[src/rtl/mc_dbg_pkg.sv]
// Shared encodings for the multi-cycle computer's run-control and debug unit.
package mc_dbg_pkg;

    // Debug command opcodes carried on cmd_op.
    localparam logic [2:0] OP_NOP     = 3'd0;
    localparam logic [2:0] OP_RUN     = 3'd1;
    localparam logic [2:0] OP_HALT    = 3'd2;
    localparam logic [2:0] OP_STEP    = 3'd3;
    localparam logic [2:0] OP_SET_BP  = 3'd4;
    localparam logic [2:0] OP_CLR_BP  = 3'd5;
    localparam logic [2:0] OP_CLR_CNT = 3'd6;

    // Controller FSM encoding of the fetch state, shared with the core controller.
    localparam logic [3:0] FETCH_STATE_DEFAULT = 4'd0;

    // Run-control state.
    typedef enum logic [1:0] {
        RS_HALTED   = 2'd0,
        RS_RUNNING  = 2'd1,
        RS_STEPPING = 2'd2
    } run_state_t;

    // Breakpoint index width; a single slot still needs one index bit.
    function automatic int idx_width(input int n);
        return (n > 1) ? $clog2(n) : 1;
    endfunction

endpackage

[src/rtl/mc_bp_match.sv]
// Breakpoint slot registers plus a comparator array with lowest-index priority.
module mc_bp_match
    import mc_dbg_pkg::*;
#(
    parameter int ADDR_W = 32,
    parameter int NUM_BP = 4,
    parameter int IDX_W  = 2
) (
    input  logic              clk,
    input  logic              reset,
    input  logic              wr_set,
    input  logic              wr_clr,
    input  logic [IDX_W-1:0]  wr_idx,
    input  logic [ADDR_W-1:0] wr_addr,
    input  logic [ADDR_W-1:0] fetch_pc,
    output logic              match,
    output logic [IDX_W-1:0]  match_idx
);

    logic [ADDR_W-1:0] bp_addr [NUM_BP];
    logic [NUM_BP-1:0] bp_en;

    // Slot writes land next cycle; an index beyond NUM_BP selects no slot.
    always_ff @(posedge clk or posedge reset) begin
        if (reset) begin
            bp_en <= '0;
            for (int i = 0; i < NUM_BP; i++) begin
                bp_addr[i] <= '0;
            end
        end else begin
            for (int i = 0; i < NUM_BP; i++) begin
                if (wr_idx == IDX_W'(i)) begin
                    if (wr_set) begin
                        bp_addr[i] <= wr_addr;
                        bp_en[i]   <= 1'b1;
                    end else if (wr_clr) begin
                        bp_en[i]   <= 1'b0;
                    end
                end
            end
        end
    end

    // Scan from the top slot down so the lowest matching slot is left in match_idx.
    always_comb begin
        match     = 1'b0;
        match_idx = '0;
        for (int i = NUM_BP - 1; i >= 0; i--) begin
            if (bp_en[i] && (bp_addr[i] == fetch_pc)) begin
                match     = 1'b1;
                match_idx = IDX_W'(i);
            end
        end
    end

endmodule

[src/rtl/mc_run_control.sv]
// Run-control and debug unit: gates the core clock enable for halt, run,
// single-instruction step and PC breakpoints, and counts instructions and cycles.
// Command interface: cmd_valid is a strobe with no back-pressure; every command
// presented with cmd_valid=1 is consumed at that clock edge and its effect is
// visible from the next cycle.
module mc_run_control
    import mc_dbg_pkg::*;
#(
    parameter int         ADDR_W        = 32,
    parameter int         NUM_BP        = 4,
    parameter int         CNT_W         = 32,
    parameter logic [3:0] FETCH_STATE   = FETCH_STATE_DEFAULT,
    parameter bit         START_RUNNING = 1'b1
) (
    input  logic                          clk,
    input  logic                          reset,
    input  logic [ADDR_W-1:0]             fetch_pc,
    input  logic [3:0]                    fsm_state,
    input  logic                          cmd_valid,
    input  logic [2:0]                    cmd_op,
    input  logic [idx_width(NUM_BP)-1:0]  cmd_idx,
    input  logic [ADDR_W-1:0]             cmd_addr,
    output logic                          core_en,
    output logic                          halted,
    output logic                          bp_hit,
    output logic [idx_width(NUM_BP)-1:0]  bp_idx,
    output logic [CNT_W-1:0]              instr_count,
    output logic [CNT_W-1:0]              cycle_count
);

    localparam int         IDX_W       = idx_width(NUM_BP);
    localparam run_state_t RESET_STATE = START_RUNNING ? RS_RUNNING : RS_HALTED;

    run_state_t       state_q, state_d;
    logic             skip_q, skip_d;
    logic             halt_pend_q, halt_pend_d;
    logic             fetched_q, fetched_d;
    logic             bp_hit_q, bp_hit_d;
    logic [IDX_W-1:0] bp_idx_q, bp_idx_d;

    logic             at_fetch;
    logic             raw_match;
    logic [IDX_W-1:0] match_idx;
    logic             bp_take;
    logic             cmd_run, cmd_halt, cmd_step, cmd_clr_cnt;

    assign at_fetch    = (fsm_state == FETCH_STATE);
    assign cmd_run     = cmd_valid && (cmd_op == OP_RUN);
    assign cmd_halt    = cmd_valid && (cmd_op == OP_HALT);
    assign cmd_step    = cmd_valid && (cmd_op == OP_STEP);
    assign cmd_clr_cnt = cmd_valid && (cmd_op == OP_CLR_CNT);

    mc_bp_match #(
        .ADDR_W (ADDR_W),
        .NUM_BP (NUM_BP),
        .IDX_W  (IDX_W)
    ) u_bp_match (
        .clk       (clk),
        .reset     (reset),
        .wr_set    (cmd_valid && (cmd_op == OP_SET_BP)),
        .wr_clr    (cmd_valid && (cmd_op == OP_CLR_BP)),
        .wr_idx    (cmd_idx),
        .wr_addr   (cmd_addr),
        .fetch_pc  (fetch_pc),
        .match     (raw_match),
        .match_idx (match_idx)
    );

    // A breakpoint only counts at a boundary, and not on the first fetch after a resume.
    assign bp_take = at_fetch && raw_match && !skip_q;

    // Run-control state registers.
    always_ff @(posedge clk or posedge reset) begin
        if (reset) begin
            state_q     <= RESET_STATE;
            skip_q      <= 1'b1;
            halt_pend_q <= 1'b0;
            fetched_q   <= 1'b0;
            bp_hit_q    <= 1'b0;
            bp_idx_q    <= '0;
        end else begin
            state_q     <= state_d;
            skip_q      <= skip_d;
            halt_pend_q <= halt_pend_d;
            fetched_q   <= fetched_d;
            bp_hit_q    <= bp_hit_d;
            bp_idx_q    <= bp_idx_d;
        end
    end

    // Next-state and core enable; halts only ever happen at an instruction boundary.
    always_comb begin
        state_d     = state_q;
        skip_d      = skip_q;
        halt_pend_d = halt_pend_q;
        fetched_d   = fetched_q;
        bp_hit_d    = bp_hit_q;
        bp_idx_d    = bp_idx_q;
        core_en     = 1'b0;
        case (state_q)
            RS_RUNNING: begin
                core_en = !(bp_take || (at_fetch && halt_pend_q));
                if (!core_en) begin
                    state_d     = RS_HALTED;
                    halt_pend_d = 1'b0;
                    if (bp_take) begin
                        bp_hit_d = 1'b1;
                        bp_idx_d = match_idx;
                    end
                end else if (cmd_halt) begin
                    halt_pend_d = 1'b1;
                end
            end
            RS_STEPPING: begin
                core_en = !(fetched_q && at_fetch);
                if (!core_en) begin
                    state_d     = RS_HALTED;
                    halt_pend_d = 1'b0;
                end else if (at_fetch) begin
                    fetched_d = 1'b1;
                end
            end
            RS_HALTED: begin
                if (cmd_run) begin
                    state_d  = RS_RUNNING;
                    skip_d   = 1'b1;
                    bp_hit_d = 1'b0;
                end else if (cmd_step) begin
                    state_d   = RS_STEPPING;
                    skip_d    = 1'b1;
                    fetched_d = 1'b0;
                    bp_hit_d  = 1'b0;
                end
            end
            default: begin
                state_d = RS_HALTED;
            end
        endcase
        if (core_en && at_fetch) begin
            skip_d = 1'b0;
        end
    end

    // Instruction and cycle counters; a clear wins over a same-cycle increment.
    always_ff @(posedge clk or posedge reset) begin
        if (reset) begin
            instr_count <= '0;
            cycle_count <= '0;
        end else if (cmd_clr_cnt) begin
            instr_count <= '0;
            cycle_count <= '0;
        end else begin
            if (core_en) begin
                cycle_count <= cycle_count + 1'b1;
            end
            if (core_en && at_fetch) begin
                instr_count <= instr_count + 1'b1;
            end
        end
    end

    assign halted = (state_q == RS_HALTED);
    assign bp_hit = bp_hit_q;
    assign bp_idx = bp_idx_q;

endmodule

[config.mk]
export PLATFORM = sky130hd
export DESIGN_NAME = mc_run_control
export DESIGN_NICKNAME = d
export VERILOG_FILES = /design/src/rtl/mc_dbg_pkg.sv /design/src/rtl/mc_bp_match.sv /design/src/rtl/mc_run_control.sv
export SDC_FILE = /design/constraint.sdc
export NUM_CORES = 1
export LEC_CHECK = 0
export ABC_AREA = 1
export CAP_MARGIN = 20
export CORE_AREA = 2 2 152 154
export CTS_BUF_LIST = sky130_fd_sc_hd__clkbuf_4
export CTS_CLUSTER_SIZE = 20
export DETAILED_ROUTE_END_ITERATION = 10
export DIE_AREA = 0 0 154 156
export PLACE_DENSITY = 0.78
export REMOVE_ABC_BUFFERS = 1
export SLEW_MARGIN = 10
export SYNTH_ARGS = -nofsm -noshare
export SYNTH_HDL_FRONTEND = slang
export SYNTH_SLANG_ARGS = --single-unit
[constraint.sdc]
create_clock -name clk -period 6.9 [get_ports clk]
set_input_delay 1.38 -clock clk [delete_from_list [all_inputs] [get_ports clk]]
set_output_delay 1.38 -clock clk [all_outputs]
set_load 0.01 [all_outputs]
==> impl_metrics.json, run 1 <==
{
  "grt_pass1_vias": 10530,
  "crit_end": "core_en",
  "overflow": 0,
  "areaGrowthSynthToFinish_pct": 21.30,
  "cts-htree-levels": 2,
  "ys_seq_area_share_pct": 44.68,
  "synth_top_family_by_area": "simple AND/OR/NAND/NOR gates",
  "drv_slew": 0,
  "max-clock-path-buffers": 3,
  "worstPathArrival_ps": 3990,
  "antenna_found_initial": 1,
  "drive_gt1_share_pct": 8.188,
  "cts_sinks": 204,
  "synth_edf_count": 0,
  "final_util_pct": 62.00,
  "synth_top_flop_cell": "dfrtp_1",
  "core_area_um2": 22370,
  "reg2reg_setup_slack_ps": 3630,
  "io-pin-count": 145,
  "crit_required_ps": 5520,
  "drc": 0,
  "clk_pin_slew_ps": 60,
  "startpoint": "fetch_pc[2]",
  "netlist_area_um2": 11430,
  "routed_wl_um": 31810,
  "synth_xor_area_share_pct": 4.444,
  "grtUsageTotal_pct": 27.08,
  "synthAdderAreaFrac_pct": 0.5473,
  "numCtsBuffers": 56,
  "cp-start-kind": "input pin",
  "clock_latency_ps": 700,
  "fin_area_um2": 13870,
  "setup_violations": 0,
  "port_buffers": 144,
  "tightest_slew_ps": 792.8,
  "area.sequential_um2": 5107,
  "multi_input_area_um2": 5204,
  "setup-tns-final_ps": 0,
  "fillers": 2052,
  "grt_setup_unrepaired": "no",
  "crit_chain": "clkdlybuf4s50_1 -> inv_2 -> nand2_1 -> o21ai_1 -> nor2_1 -> nand2_1 -> nor2_1 -> nand3_1 -> nor2_1 -> nor2_2 -> nand2_1 -> nand2_2 -> nand3_2 -> a21boi_1 -> clkdlybuf4s50_1",
  "grt_max_degree": 157,
  "synth_largest_area_cell": "dfrtp_1",
  "place.gp.congestion": 0.9764,
  "period_needed_ps": 5368,
  "finClkSkew_ps": 49.19,
  "placementRows": 55,
  "drt_pass1_iterations": 7,
  "power.density_nw_per_um2": 246.6,
  "yosys.area.top_type_share_pct": 44.22,
  "regToRegStartpoint": "u_bp_match.bp_addr[10]",
  "r2r_end": "instr_count[21]",
  "synthMuxAreaShare_pct": 0.09851,
  "die-area_um2": 24020,
  "dp_slack_ps": 1564,
  "hold_class": "reg2reg",
  "slew_headroom_pct": 46.96,
  "postCtsSetupBuffers": 0,
  "initial_utilization_pct": 51.11,
  "worst_path_max_delay_cell": "clkdlybuf4s50_1",
  "vdd_drop_max_v": 0.0001475,
  "status": "completed",
  "whs_path_depth": 2,
  "hold_viol_final": 0,
  "drtIter0Drc": 997,
  "nNetsFinal": 1871,
  "yosys-top-cells-count": "nand2_1 (544), inv_1 (205), dfrtp_1 (202)",
  "cp_max_fo": 4,
  "post-dp-hpwl_um": 22590,
  "whs_ps": 485.8,
  "synth_seq_cells": 204,
  "num_vias": 10920,
  "cts-root-buf": "clkbuf_4",
  "yosys_warnings": 0,
  "synthTopCellsByArea": "dfrtp_1 (44%), nand2_1 (18%), inv_1 (6.7%)",
  "cts_resized": 0,
  "cts_tree": "built",
  "wire_per_inst_um": 15.02,
  "viasPerCell": 5.156,
  "max_freq_mhz": 186.3,
  "ys_types": 39,
  "grt_pass1_wl_um": 52540,
  "cp_slowest_stage_delay_ps": 660,
  "die_w_um": 154,
  "maxCapViolCount": 0,
  "timing.final.ws_setup_ps": 1532,
  "yosysMostFrequentCell": "nand2_1",
  "synth-compound-area-share_pct": 8.560,
  "r2r_cells": 15,
  "syn_area_per_cell_um2": 7.009,
  "syn_inst": 1631,
  "synth_simple_gate_area_share_pct": 31.74,
  "p_leak_nw": 6.956,
  "async_flop_share_pct": 100.0,
  "die_y_um": 156,
  "place_area_um2": 13120,
  "final_antenna_net_count": 0,
  "min_period_over_period_pct": 77.80,
  "critPathCaptureType": "output port",
  "cts_hold_buf": 0,
  "critPathKind": "in2out"
}
registers in the layout, indices dropped and copies added (netlist names):
register            flops
bp_hit                  1
u_bp_match.bp_en        4
bp_idx                  2
state_q                 2
instr_count            32
cycle_count            32
u_bp_match.bp_addr    128
fetched_q               1
skip_q                  1
halt_pend_q             1
critical path, delay by kind of cell:
family / cells / cell delay, ps
AND/OR/NAND/NOR: 10 / 880
buffers and inverters: 3 / 1310
AO/OA/AOI/OAI: 2 / 420
logic make-up (layout without fill, tap and decap cells):
| family | after synthesis | after routing |
|---|---|---|
| and+or+nand+nor | 878 | 878 |
| AOI/OAI and AO/OA | 192 | 192 |
| buffers and inverters | 293 | 494 |
| adders and majority gates | 5 | 5 |
| xor gates and xnor gates | 58 | 58 |
| other | 0 | 1 |
| DFF | 204 | 204 |
| muxes | 1 | 1 |
where the power goes:
part	total [mW]	leakage (nW)	switching, mW	internal (mW)
combinational	0.803	3.85	0.493	0.310
sequential	1.53	2.69	0.152	1.38
clock	1.08	0.416	0.518	0.563
layer usage:
metal / share of wire, % / vias up / global-route usage, %
li1: - / 5395 / -
met1: 44 / 5039 / 37.32
met2: 45 / 412 / 43.01
met3: 7.7 / 74 / 4.833
met4: 3.1 / 0 / 10.06
met5: 0 / - / 0
layout make-up:
class,count,area share (%)
inverter,242,6.605
tap,285,2.572
clock inverter,21,0.7760
timing repair buffer,152,11.39
sequential,204,36.83
multi-input combinational,1134,37.53
clock buffer,79,4.277
antenna,1,0.01805
worst min path at each step:
stage | to | from
final | bp_hit | bp_hit
after global routing | u_bp_match.bp_addr[67] | u_bp_match.bp_addr[67]
after CTS | halt_pend_q | halt_pend_q
after detailed placement | halt_pend_q | halt_pend_q
after global placement | halt_pend_q | halt_pend_q
after floorplan | halt_pend_q | halt_pend_q
stage by stage:
step	power [mW]	std cells
floorplan	2.013	1580
global placement	2.315	2012
detailed placement	2.346	2015
CTS	3.441	2115
global route	3.644	2118
finish	3.419	2118
layout by cell type, fill, tap and decap left out, drive strengths merged, types with 31 or more instances in the layout:
| cell type | netlist | final |
|---|---|---|
| clkbuf | 32 | 79 |
| clkdlybuf4s50 | 0 | 144 |
| dfrtp | 202 | 202 |
| inv | 242 | 243 |
| nand2 | 546 | 546 |
| nand3 | 91 | 91 |
| nor2 | 173 | 173 |
| nor3 | 31 | 31 |
| o21ai | 180 | 180 |
| xor2 | 35 | 35 |
No activity file was read; power rests on OpenSTA's default activity.
==> run 2: changes to the inputs <==
- clock period: 6.9 -> 4.8 ns (I/O delays scaled with it)
==> run 2 against run 1 <==
Non-clock buffer count grew 1. Total power is 46% higher. Clock-buffer cell count rose by 12. Hold slack better by 4.3 ps. Sequential share of layout area decreased by 0.076 points. Highest routed layer unchanged.
==> impl_metrics.json, run 2 (synthesis gave the netlist of run 1 again) <==
{
  "reg_top3": "u_bp_match.bp_addr (128), cycle_count (32), instr_count (32)",
  "drv_slew": 0,
  "mostFrequentLayoutCell": "nand2_1",
  "setup_violations": 0,
  "die_y_um": 156,
  "core_area_um2": 22370,
  "vdd_drop_max_v": 0.0002293,
  "critPathKind": "in2out",
  "status": "completed",
  "whs_ps": 490.1,
  "drt_pass1_iterations": 5,
  "antenna_found_initial": 1,
  "hold_class": "reg2reg",
  "drc": 0,
  "cp.depth": 15,
  "place_area_um2": 13110,
  "grt_pass1_vias": 10410,
  "cts_hold_buf": 0,
  "r2r_end": "instr_count[15]",
  "max_freq_mhz": 218.7,
  "nNetsFinal": 1872,
  "cp_num_buf_inv": 3,
  "grt_pass1_wl_um": 51880,
  "whs_path_depth": 2,
  "clk_pin_slew_ps": 60,
  "cts_sinks": 204,
  "power.density_nw_per_um2": 358.4,
  "cp-start-kind": "input pin",
  "largest_register_ffs": 128,
  "clock_latency_ps": 680,
  "worstPathArrival_ps": 3610,
  "num_vias": 10880,
  "cp_slowest_stage_delay_ps": 650,
  "grt_max_degree": 145,
  "viasPerCell": 5.150,
  "dp.cells": 2015,
  "hold_start": "u_bp_match.bp_addr[101]",
  "crit_chain": "clkdlybuf4s50_1 -> inv_2 -> nand2_1 -> o21ai_1 -> nor2_1 -> nand2_1 -> nor2_1 -> nand3_1 -> nor2_1 -> nor2_2 -> nand2_1 -> nand2_2 -> nand3_2 -> a21boi_1 -> clkdlybuf4s50_1",
  "crit_required_ps": 3840,
  "r2r_cells": 15,
  "regToRegStartpoint": "u_bp_match.bp_addr[10]",
  "overflow": 0,
  "finClkSkew_ps": 34.42,
  "fin_cells": 2112,
  "final_antenna_net_count": 0,
  "io-pin-count": 145,
  "p_leak_nw": 6.979,
  "placementRows": 55,
  "die_w_um": 154,
  "postCtsSetupBuffers": 0,
  "drtIter0Drc": 826,
  "port_buffers": 144,
  "period_needed_ps": 4572,
  "cp_top_family": "buffers and inverters",
  "total_power_mw": 4.980,
  "post-dp-hpwl_um": 22100,
  "whs_endpoint": "u_bp_match.bp_addr[101]",
  "cts-root-buf": "clkbuf_4",
  "worst_path_max_delay_cell": "clkdlybuf4s50_1",
  "fin_area_um2": 13890,
  "routed_wl_um": 31480,
  "numCtsBuffers": 56,
  "slew_headroom_pct": 52.16,
  "place.gp.congestion": 0.9667,
  "die-area_um2": 24020,
  "cts_resized": 0,
  "hold_viol_final": 0,
  "critPathCaptureType": "output port",
  "min_period_over_period_pct": 95.25,
  "drive_gt1_share_pct": 8.762,
  "layout_common_cells": "nand2_1 (540), inv_1 (204), dfrtp_1 (202)",
  "wire_per_inst_um": 14.91,
  "cts_tree": "built",
  "maxCapViolCount": 0,
  "areaGrowthSynthToFinish_pct": 21.55,
  "grtUsageTotal_pct": 26.61,
  "initial_utilization_pct": 51.11,
  "tightest_slew_ps": 717.6,
  "cts-htree-levels": 2,
  "top_register": "u_bp_match.bp_addr",
  "grt_setup_unrepaired": "no",
  "max-clock-path-buffers": 3,
  "reg2reg_setup_slack_ps": 1990,
  "cp_max_fo": 4
}
==> run 2: cell count changes in the layout (fill, tap and decap cells not counted), sizes merged <==
cell	change
clkinv	-18
buf	+1
clkbuf	+12
inv	-1
==> run 2: worst max-delay path by stage <==
stage | startpoint | to | slack [ps]
2_1_floorplan | reset | bp_hit | -1720
3_3_place_gp | fetch_pc[2] | core_en | 370
3_5_place_dp | fetch_pc[2] | core_en | 310
4_1_cts | fetch_pc[2] | core_en | 290
5_1_grt | fetch_pc[26] | core_en | 80
6_report | fetch_pc[2] | core_en | 230
==> run 2: final cells by class <==
| class | instances | area (µm²) |
|---|---|---|
| antenna | 1 | 2.502 |
| fill | 2032 | 8471 |
| multi-input combinational | 1134 | 5204 |
| tap | 285 | 356.6 |
| inverter | 242 | 915.9 |
| sequential | 204 | 5107 |
| timing repair buffer | 153 | 1592 |
| clock inverter | 2 | 33.78 |
| clock buffer | 91 | 683.2 |
==> run 2: power breakdown <==
group | total (mW) | leakage, nW | switching (mW) | internal (mW)
Clock | 1.62 | 0.434 | 0.728 | 0.892
Combinational | 1.15 | 3.86 | 0.704 | 0.446
Sequential | 2.21 | 2.69 | 0.221 | 1.99
Total | 4.98 | 6.98 | 1.65 | 3.33
==> run 2: worst register-to-register path, delay by kind of cell (launching register included) <==
kind             cells  cell delay (ps)
flip-flops           1              400
AND/OR/NAND/NOR     14             1980
AO/OA/AOI/OAI        1              360
==> run 2: per-layer routing <==
| layer | track usage, % | share of wire, % | vias up |
|---|---|---|---|
| met5 | 0 | 0 | - |
| met4 | 8.589 | 2.4 | 0 |
| met3 | 6.083 | 7.9 | 65 |
| met2 | 40.66 | 45 | 404 |
| met1 | 37.69 | 45 | 5023 |
| li1 | - | - | 5385 |
==> run 2: through the flow <==
stage	util, %	setup TNS [ps]	setup WS [ps]
2_1_floorplan	-	-348600	-1724
3_3_place_gp	58.43	0	366.8
3_5_place_dp	58.61	0	306.9
4_1_cts	61.81	0	291.1
5_1_grt	62.13	0	76.22
6_report	62.13	0	228.2
